**src/rtl/dwc_upconv_rchan_beat_sequencer_if.sv**
```systemverilog
// Handshake bundle between the read-data beat sequencer, the pre-calc command slice,
// the wide read-data FIFO and the narrow master R channel.
interface dwc_upconv_rchan_beat_sequencer_if #(
  parameter int ID_WIDTH = 4
);
  logic                cmd_empty;
  logic                cmd_rd_en;
  logic [9:0]          cmd_addr;
  logic [ID_WIDTH-1:0] cmd_id;
  logic [7:0]          cmd_len;
  logic                cmd_fixed;
  logic                cmd_wrap;
  logic [4:0]          cmd_to_wrap;
  logic [9:0]          cmd_mask;
  logic [5:0]          cmd_src_top;
  logic                slv_data_valid;
  logic                slv_data_pop;
  logic [5:0]          rd_src;
  logic                mst_rvalid;
  logic                mst_rready;
  logic                mst_rlast;
  logic [ID_WIDTH-1:0] mst_rid;

  // master: the sequencer itself; slave: the surrounding slice/FIFO/master side
  modport master (
    input  cmd_empty, cmd_addr, cmd_id, cmd_len, cmd_fixed, cmd_wrap,
           cmd_to_wrap, cmd_mask, cmd_src_top, slv_data_valid, mst_rready,
    output cmd_rd_en, slv_data_pop, rd_src, mst_rvalid, mst_rlast, mst_rid
  );

  modport slave (
    output cmd_empty, cmd_addr, cmd_id, cmd_len, cmd_fixed, cmd_wrap,
           cmd_to_wrap, cmd_mask, cmd_src_top, slv_data_valid, mst_rready,
    input  cmd_rd_en, slv_data_pop, rd_src, mst_rvalid, mst_rlast, mst_rid
  );
endinterface

```
**src/rtl/dwc_upconv_rchan_beat_sequencer.sv**
```systemverilog
// Read-data beat sequencer for the AXI4 width up-converter: walks one master burst per command.
// Optional macro DWC_UPCONV_RSEQ_STALL_CNT_EN enables the saturating stall counter.
module dwc_upconv_rchan_beat_sequencer #(
  parameter int DATA_WIDTH_IN  = 64,
  parameter int DATA_WIDTH_OUT = 32,
  parameter int ID_WIDTH       = 4
) (
  input  logic                                  clk,
  input  logic                                  rst,
  dwc_upconv_rchan_beat_sequencer_if.master     bus,
  output logic                                  busy,
  output logic [15:0]                           stall_cnt
);

  typedef enum logic [1:0] {IDLE, LOAD, BEAT} state_t;

  localparam logic [5:0] MAX_SRC = 6'(DATA_WIDTH_IN / DATA_WIDTH_OUT - 1);

  state_t              state_reg, state_next;
  logic [9:0]          addr_reg, mask_reg;
  logic [ID_WIDTH-1:0] id_reg;
  logic [7:0]          len_reg, beat_cnt_reg;
  logic                fixed_reg, wrap_reg;
  logic [4:0]          to_wrap_reg, wrap_cnt_reg;
  logic [5:0]          top_reg, rd_src_reg;

  logic in_beat, rvalid, acc, last_beat, wrap_hit, top_hit;

  assign in_beat   = (state_reg == BEAT);
  assign rvalid    = in_beat & bus.slv_data_valid;
  assign acc       = rvalid & bus.mst_rready;
  assign last_beat = in_beat & (beat_cnt_reg == len_reg);
  assign wrap_hit  = wrap_reg & (wrap_cnt_reg == 5'd0);
  assign top_hit   = (rd_src_reg == top_reg);

  assign bus.mst_rvalid   = rvalid;
  assign bus.mst_rlast    = last_beat;
  assign bus.mst_rid      = id_reg;
  assign bus.rd_src       = rd_src_reg;
  // A wide word is released when its last narrow slice goes out, or when the burst ends
  assign bus.slv_data_pop = acc & (fixed_reg | wrap_hit | top_hit | last_beat);
  assign busy             = (state_reg != IDLE);

  // Upper address/mask bits and the width ratio do not steer the 6-bit slice index
  logic unused_cfg;
  assign unused_cfg = ^{MAX_SRC, addr_reg[9:6], mask_reg[9:6]};

  always_ff @(posedge clk or negedge rst) begin
    if (!rst) state_reg <= IDLE;
    else      state_reg <= state_next;
  end

  always_comb begin
    state_next    = state_reg;
    bus.cmd_rd_en = 1'b0;
    case (state_reg)
      IDLE: begin
        if (!bus.cmd_empty) begin
          bus.cmd_rd_en = 1'b1;
          state_next    = LOAD;
        end
      end
      LOAD:    state_next = BEAT;
      BEAT:    if (acc && last_beat) state_next = IDLE;
      default: state_next = IDLE;
    endcase
  end

  always_ff @(posedge clk or negedge rst) begin
    if (!rst) begin
      addr_reg     <= '0;
      mask_reg     <= '0;
      id_reg       <= '0;
      len_reg      <= '0;
      fixed_reg    <= 1'b0;
      wrap_reg     <= 1'b0;
      to_wrap_reg  <= '0;
      top_reg      <= '0;
      beat_cnt_reg <= '0;
      wrap_cnt_reg <= '0;
      rd_src_reg   <= '0;
    end else begin
      case (state_reg)
        IDLE: begin
          if (!bus.cmd_empty) begin
            addr_reg    <= bus.cmd_addr;
            mask_reg    <= bus.cmd_mask;
            id_reg      <= bus.cmd_id;
            len_reg     <= bus.cmd_len;
            fixed_reg   <= bus.cmd_fixed;
            wrap_reg    <= bus.cmd_wrap;
            to_wrap_reg <= bus.cmd_to_wrap;
            top_reg     <= bus.cmd_src_top;
          end
        end
        LOAD: begin
          rd_src_reg   <= addr_reg[5:0] & mask_reg[5:0];
          beat_cnt_reg <= 8'd0;
          wrap_cnt_reg <= to_wrap_reg;
        end
        BEAT: begin
          if (acc && !last_beat) begin
            beat_cnt_reg <= beat_cnt_reg + 8'd1;
            // FIXED bursts keep re-reading the same slice of successive words
            if (!fixed_reg) begin
              if (wrap_hit) begin
                rd_src_reg   <= 6'd0;
                wrap_cnt_reg <= to_wrap_reg;
              end else begin
                rd_src_reg <= top_hit ? 6'd0 : rd_src_reg + 6'd1;
                if (wrap_reg) wrap_cnt_reg <= wrap_cnt_reg - 5'd1;
              end
            end
          end
        end
        default: ;
      endcase
    end
  end

`ifdef DWC_UPCONV_RSEQ_STALL_CNT_EN
  logic [15:0] stall_cnt_reg;

  always_ff @(posedge clk or negedge rst) begin
    if (!rst)
      stall_cnt_reg <= 16'h0000;
    else if (rvalid && !bus.mst_rready && stall_cnt_reg != 16'hFFFF)
      stall_cnt_reg <= stall_cnt_reg + 16'd1;
  end

  assign stall_cnt = stall_cnt_reg;
`else
  assign stall_cnt = 16'h0000;
`endif

endmodule

```
**src/flat_wrapper.sv**
```systemverilog
// flat-port wrapper written by rule: the top's interface ports become plain ports
module dwc_upconv_rchan_beat_sequencer_flat 
#(
  parameter int DATA_WIDTH_IN  = 64,
  parameter int DATA_WIDTH_OUT = 32,
  parameter int ID_WIDTH       = 4
)
  (clk, rst, busy, stall_cnt, bus_cmd_empty, bus_cmd_addr, bus_cmd_id, bus_cmd_len, bus_cmd_fixed, bus_cmd_wrap, bus_cmd_to_wrap, bus_cmd_mask, bus_cmd_src_top, bus_slv_data_valid, bus_mst_rready, bus_cmd_rd_en, bus_slv_data_pop, bus_rd_src, bus_mst_rvalid, bus_mst_rlast, bus_mst_rid);
  dwc_upconv_rchan_beat_sequencer_if #(.ID_WIDTH(ID_WIDTH)) bus_i ();
  input  logic clk;
  input  logic rst;
  output logic busy;
  output logic [15:0] stall_cnt;
  input wire logic [$bits(bus_i.cmd_empty)-1:0] bus_cmd_empty;
  input wire logic [$bits(bus_i.cmd_addr)-1:0] bus_cmd_addr;
  input wire logic [$bits(bus_i.cmd_id)-1:0] bus_cmd_id;
  input wire logic [$bits(bus_i.cmd_len)-1:0] bus_cmd_len;
  input wire logic [$bits(bus_i.cmd_fixed)-1:0] bus_cmd_fixed;
  input wire logic [$bits(bus_i.cmd_wrap)-1:0] bus_cmd_wrap;
  input wire logic [$bits(bus_i.cmd_to_wrap)-1:0] bus_cmd_to_wrap;
  input wire logic [$bits(bus_i.cmd_mask)-1:0] bus_cmd_mask;
  input wire logic [$bits(bus_i.cmd_src_top)-1:0] bus_cmd_src_top;
  input wire logic [$bits(bus_i.slv_data_valid)-1:0] bus_slv_data_valid;
  input wire logic [$bits(bus_i.mst_rready)-1:0] bus_mst_rready;
  output wire logic [$bits(bus_i.cmd_rd_en)-1:0] bus_cmd_rd_en;
  output wire logic [$bits(bus_i.slv_data_pop)-1:0] bus_slv_data_pop;
  output wire logic [$bits(bus_i.rd_src)-1:0] bus_rd_src;
  output wire logic [$bits(bus_i.mst_rvalid)-1:0] bus_mst_rvalid;
  output wire logic [$bits(bus_i.mst_rlast)-1:0] bus_mst_rlast;
  output wire logic [$bits(bus_i.mst_rid)-1:0] bus_mst_rid;
  assign bus_i.cmd_empty = bus_cmd_empty;
  assign bus_i.cmd_addr = bus_cmd_addr;
  assign bus_i.cmd_id = bus_cmd_id;
  assign bus_i.cmd_len = bus_cmd_len;
  assign bus_i.cmd_fixed = bus_cmd_fixed;
  assign bus_i.cmd_wrap = bus_cmd_wrap;
  assign bus_i.cmd_to_wrap = bus_cmd_to_wrap;
  assign bus_i.cmd_mask = bus_cmd_mask;
  assign bus_i.cmd_src_top = bus_cmd_src_top;
  assign bus_i.slv_data_valid = bus_slv_data_valid;
  assign bus_i.mst_rready = bus_mst_rready;
  assign bus_cmd_rd_en = bus_i.cmd_rd_en;
  assign bus_slv_data_pop = bus_i.slv_data_pop;
  assign bus_rd_src = bus_i.rd_src;
  assign bus_mst_rvalid = bus_i.mst_rvalid;
  assign bus_mst_rlast = bus_i.mst_rlast;
  assign bus_mst_rid = bus_i.mst_rid;
  dwc_upconv_rchan_beat_sequencer #(.DATA_WIDTH_IN(DATA_WIDTH_IN), .DATA_WIDTH_OUT(DATA_WIDTH_OUT), .ID_WIDTH(ID_WIDTH)) u_core (.clk(clk), .rst(rst), .bus(bus_i), .busy(busy), .stall_cnt(stall_cnt));
endmodule
```
**config.mk**
```make
export PLATFORM = sky130hd
export DESIGN_NAME = dwc_upconv_rchan_beat_sequencer_flat
export DESIGN_NICKNAME = d
export VERILOG_FILES = /design/src/rtl/dwc_upconv_rchan_beat_sequencer_if.sv /design/src/rtl/dwc_upconv_rchan_beat_sequencer.sv /design/src/flat_wrapper.sv
export SDC_FILE = /design/constraint.sdc
export NUM_CORES = 1
export LEC_CHECK = 0
export BUFFER_PORTS_ARGS = -buffer_cell sky130_fd_sc_hd__buf_2
export CAP_MARGIN = 30
export CORE_UTILIZATION = 50
export CTS_BUF_LIST = sky130_fd_sc_hd__clkbuf_4 sky130_fd_sc_hd__clkbuf_8
export DETAILED_ROUTE_END_ITERATION = 8
export GPL_TIMING_DRIVEN = 0
export PLACE_DENSITY_LB_ADDON = 0.15
export RECOVER_POWER = 100
export SLEW_MARGIN = 30
export SYNTH_ARGS = -nofsm -noshare
export SYNTH_HDL_FRONTEND = slang
export SYNTH_SLANG_ARGS = --single-unit
```
**constraint.sdc**
```tcl
create_clock -name clk -period 2.2 [get_ports clk]
set_input_delay 0.44 -clock clk [delete_from_list [all_inputs] [get_ports clk]]
set_output_delay 0.44 -clock clk [all_outputs]
set_load 0.02 [all_outputs]
```
-- Yosys cells after proc, flatten, opt, wreduce, memory -nomap -nowiden
Index checks and enable logic that the tools add are counted.
W data, S select, Z words.
- register bits: 58
- input port bits: 50
- output and inout bits: 31
- add/sub/neg operators: 3
- equal/unequal tests: 9
- multiplexer cells: 17
- bitwise logic cells: 10
- reductions and logical operators: 12
- operator list (operator ; count):
    $mux W6 ; 4
    $mux W5 ; 4
    $pmux W8 S2 ; 1
    $pmux W6 S2 ; 1
    $pmux W5 S2 ; 1
    $add A8 B1 Y8 const B ; 1
    $eq A8 B8 Y1 ; 1
    $mux W8 ; 1
    $ne A2 B2 Y1 const B ; 4
    $add A6 B1 Y6 const B ; 1
    $and A6 B6 Y6 ; 1
    $eq A6 B6 Y1 ; 1
    $pmux W2 S3 ; 1
    $reduce_and A2 Y1 ; 3
    $and A1 B1 Y1 ; 5
    $logic_not A5 Y1 ; 1
    $sub A5 B1 Y5 const B ; 1
    $mux W2 ; 2
    $reduce_and A4 Y1 ; 1
    $reduce_bool A2 Y1 ; 2
    $ne A3 B2 Y1 const B ; 1
    $or A1 B1 Y1 ; 3
    $reduce_and A3 Y1 ; 1
    $eq A2 B1 Y1 const B ; 1
    6 further kinds ; 8

-- Logic depth before layout (Yosys ltp)
- depth in word-level cells: 6
- depth in mapped cells: 7
- depth with buffers taken out: 7

-- Least setup slack after synthesis
No wires, ideal clock.
- path type: register to output
- start point: register u_core.state_reg[0]
- end point: output port bus_slv_data_pop
- arrival time: 1715 ps
- setup slack: 45 ps
- stages on the path, launching flop included: 7
- buffers on the path: 2
- cell sequence: dfrtp_1 > inv_1 > ha_1 > clkbuf_1 > buf_1 > nand3_1 > a21oi_1
- cells in the longest elaborated chain, start to end: 4
- elaborated cells on any way between the ends: 6
- ends and longest elaborated chain (what ; line ; source):
    start: declaration ; dwc_upconv_rchan_beat_sequencer.sv:19 ; state_t state_reg, state_next;
    start signal: assignment ; dwc_upconv_rchan_beat_sequencer.sv:50 ; else state_reg <= state_next;
    $eq A2 B2 Y1 (*) ; dwc_upconv_rchan_beat_sequencer.sv:29 ; assign in_beat = (state_reg == BEAT);
    $and A1 B1 Y1 (on tied branches) ; dwc_upconv_rchan_beat_sequencer.sv:30, dwc_upconv_rchan_beat_sequencer.sv:32 ;
    $and A1 B1 Y1 / $or A1 B1 Y1 (equally long branches) ; dwc_upconv_rchan_beat_sequencer.sv:31, dwc_upconv_rchan_beat_sequencer.sv:41 ;
    $and A1 B1 Y1 (*) ; dwc_upconv_rchan_beat_sequencer.sv:41 ; assign bus.slv_data_pop = acc & (fixed_reg | wrap_hit | top_hit | last_beat);
    end: declaration ; flat_wrapper.sv:26 ; output wire logic [$bits(bus_i.slv_data_pop)-1:0] bus_slv_data_pop;
Every way passes the cells marked *; elsewhere a longest branch is shown, timed or not.

-- Worst setup path in the final report
- start point: register u_core.wrap_cnt_reg[0]
- end point: output port bus_slv_data_pop
- cells in the longest elaborated chain, start to end: 6
- ends and longest elaborated chain (what ; line ; source):
    start: declaration ; dwc_upconv_rchan_beat_sequencer.sv:24 ; logic [4:0] to_wrap_reg, wrap_cnt_reg;
    start signal: assignment ; dwc_upconv_rchan_beat_sequencer.sv:99 ; wrap_cnt_reg <= to_wrap_reg;
    start signal: assignment ; dwc_upconv_rchan_beat_sequencer.sv:108 ; wrap_cnt_reg <= to_wrap_reg;
    start signal: assignment ; dwc_upconv_rchan_beat_sequencer.sv:111 ; if (wrap_reg) wrap_cnt_reg <= wrap_cnt_reg - 5'd1;
    $logic_not A5 Y1 ; dwc_upconv_rchan_beat_sequencer.sv:33 ; assign wrap_hit = wrap_reg & (wrap_cnt_reg == 5'd0);
    $and A1 B1 Y1 ; dwc_upconv_rchan_beat_sequencer.sv:33 ;
    $or A1 B1 Y1 (3 in series) ; dwc_upconv_rchan_beat_sequencer.sv:41 ;
    $and A1 B1 Y1 ; dwc_upconv_rchan_beat_sequencer.sv:41 ;
Every way passes these cells.

==> impl_results.md <==
- Ys flop type: dfrtp_1
- GPL Wtd Cong: 0.759
- Post-Place Cell Area: 3490 um^2
- Netlist cell types: 47
- Most area-hungry cell type in the Yosys netlist: dfrtp_1
- # nets final: 435
- Worst path required time: 1.76 ns
- Slowest stage delay, CP: 0.40 ns
- CTS tree: done
- #FFs+latches synth: 58
- Clock slew at reported path FFs: 0.06 ns
- Int Pwr: 3.28 mW
- Worst R2R Setup Slack: 0.03 ns
- CORE AREA: 5920 um^2
- EDFF count, synth: 0
- Hold Buf Count CTS: 0
- Synth warn: 0
- Most frequent cells in the layout: dfrtp_1 (53), buf_2 (46), mux2_2 (39), nand2_1 (33), buf_4 (31)
- Clock power share: 0.175
- Final worst setup slack: -0.0428 ns
- Pre-antenna DRT Iters: 4
- Final wirelength: 6.62 mm
- RSZ-0062 raised after global routing: true
- Worst VDD drop: 0.000836 V
- First-pass GRT wire length: 10.7 mm
- HPWL Detailed: 4.35 mm
- Root Driver: clkbuf_8
- Crit end category: output port
- Crit path max fanout: 2
- Drt drc: 0
- Initial antenna violation count: 0
- PortBufs: 56
- Post-route cell area: 3920 um^2
- Fmax achieved: 446 MHz
- Synth top area share: 0.475
- Vias per cell: 5.27
- Setup TNS: -0.0428 ns
- Post-synthesis async set-or-reset flop share: 1.00
- Vias in the first global route: 2236
- Grt total ovfl: 0
- WS Path Type: reg2out
- Sequential fraction of the synthesis area: 0.475
- Fraction of power consumed by combinational cells: 0.469
- Antenna diode count: 0
- Initial Util: 0.516
- Worst slew pin tran: 1.46 ns
- Power Density: 1370 nW/um^2
- DIE AREA: 6430 um^2
- Synth top area cells: dfrtp_1 (47%), mux2_2 (14%), nand2_1 (4.2%)
- Die Ht: 80.2 um
- Pwr Total: 5.36 mW
- Placed insts: 428
- CTS Sinks: 58
- Synth Instances: 282
- MaxCap Viol Count: 0
- Worst Path Arrival: 1.80 ns
- Leak: 1.82 nW
- Type of origin of the critical path: register
- Worst path cell trace: inv_2 -> ha_4 -> or3b_4 -> nor2_2 -> nor3_1 -> a21oi_2 -> buf_4
- Routed Antenna Nets: 0
- Max-slew headroom at the worst pin: 0.0248
- Wire length per cell: 14.5 um
- Post-route clock skew: 0.00900 ns
- Netlist Area Pre-Place: 3060 um^2
- H-Tree Depth: 3
- Violated checks: setup timing
- Via count: 2413
- Family with the most delay on the worst path: simple AND/OR/NAND/NOR gates
- Die width: 80.2 um
- Cell row count: 28
- Sw Ratio: 0.387
- Initial DRC Count: 194
- Post-route minimum period: 2.24 ns
- CP Buf/Inv Count: 2
- Max Root-Sink Buffers: 2
- Worst hold-check path type: in2reg
- Share of cells above drive strength 1: 0.431
- Clock Latency Late Sink: 0.34 ns
- Most common cell after layout, fill and taps aside: dfrtp_1
- Final Hold Fails: 0
- Area Growth Syn to Fin: 28.2%
- CP max-delay cell: dfrtp_1
- P_sw: 2.07 mW
- Io pins: 81
- Post-Layout Cell Count: 458
- Filler instances: 464
- Largest net degree at the start of global routing: 59
- Status: finished, violations left
- Final slew viol count: 0
- Setup violators final: 1
- Fin crit share: 1.02
- Sequential share of power: 0.356
- TritonCTS Buffers: 9
- Gr usage total: 0.222
- Mean area per synthesized cell: 10.8 um^2
[worst paths after layout]
path                                                     from                                  to  cells past startpoint
setup / recovery           u_core.wrap_cnt_reg[0]$_DFFE_PN0P_                    bus_slv_data_pop                      7
hold / removal                             bus_cmd_to_wrap[4]   u_core.to_wrap_reg[4]$_DFFE_PN0P_                      3
setup reg to reg           u_core.wrap_cnt_reg[0]$_DFFE_PN0P_    u_core.bus.rd_src[1]$_DFFE_PN0P_                      8
hold reg to reg             u_core.bus.mst_rid[0]$_DFFE_PN0P_   u_core.bus.mst_rid[0]$_DFFE_PN0P_                      1
max in group asynchronous                                 rst    u_core.bus.rd_src[3]$_DFFE_PN0P_                      1
min in group asynchronous                                 rst  u_core.beat_cnt_reg[4]$_DFFE_PN0P_                      1
[cell usage after synthesis, types with 3 or more instances]
| library cell | count |
|---|---|
| o21ai_0 | 10 |
| nor2_1 | 8 |
| o21bai_1 | 4 |
| nand3b_1 | 3 |
| mux2_2 | 39 |
| dfrtp_1 | 58 |
| clkbuf_1 | 7 |
| xnor2_1 | 12 |
| o221ai_1 | 3 |
| o32a_1 | 4 |
| nand3_1 | 14 |
| inv_1 | 13 |
| nor3_1 | 3 |
| ha_1 | 7 |
| buf_4 | 16 |
| o2bb2ai_1 | 4 |
| and3_1 | 6 |
| nand2_1 | 34 |
[per-layer routing]
metal	GRT usage	share of wire	vias up
met4	0.0929	0.020	0
li1	-	-	1163
met1	0.311	0.45	1151
met5	0	0	-
met2	0.331	0.47	88
met3	0.0523	0.058	11
[power by group through the flow]
stage,clock network [mW],logic [mW],registers [mW]
4_1_cts,0.944,2.38,1.89
6_report,0.937,2.51,1.91
5_1_grt,0.991,2.75,1.97
3_5_place_dp,0,2.21,1.90
3_3_place_gp,0,2.16,1.88
2_1_floorplan,0,1.63,1.90
[metrics by stage]
stage	setup slack [ns]	utilization	hold slack (ns)
2_1_floorplan	0.0451	-	0.144
3_5_place_dp	-0.287	0.589	0.491
3_3_place_gp	-0.287	0.589	0.485
5_1_grt	-0.0900	0.662	0.308
6_report	-0.0428	0.662	0.307
4_1_cts	-0.0610	0.652	0.196
[cells by family (layout without fill, tap and decap cells)]
family / Yosys count / in the layout / synth area share
AO/OA/AOI/OAI: 44 / 44 / 0.117
XOR/XNOR: 14 / 14 / 0.0401
adder cells (fa/ha/maj): 7 / 7 / 0.0287
buffers and inverters: 40 / 126 / 0.0696
flip-flops: 58 / 58 / 0.475
multiplexers: 39 / 39 / 0.144
other: 1 / 16 / 0.00123
AND/OR/NAND/NOR: 79 / 79 / 0.125
[final cells by class]
type                    count  area (um^2)  share of cell area
multi-input cells         199         1550               0.397
flip-flops and latches     58         1460               0.372
repair buffers             72          395               0.101
clock buffers              14          180              0.0460
plain buffers              25          178              0.0454
well taps                  75         93.8              0.0240
inverters                  13         48.8              0.0125
clock inverters             2         10.0             0.00256
[repair_timing]
action / 4_1_cts / 5_1_grt
pin swaps: 9 / 3
buffers inserted: 14 / 2
gates resized for setup: 24 / 23
setup endpoints to repair: 11 / 21
[worst min-delay path, delay by kind of cell]
| kind | cells | cell delay [ns] |
|---|---|---|
| AND/OR/NAND/NOR | 1 | 0.03 |
| AO/OA/AOI/OAI | 1 | 0.06 |
| buffers and inverters | 1 | 0.07 |
Note: power is estimated with default switching activity, not from simulation.
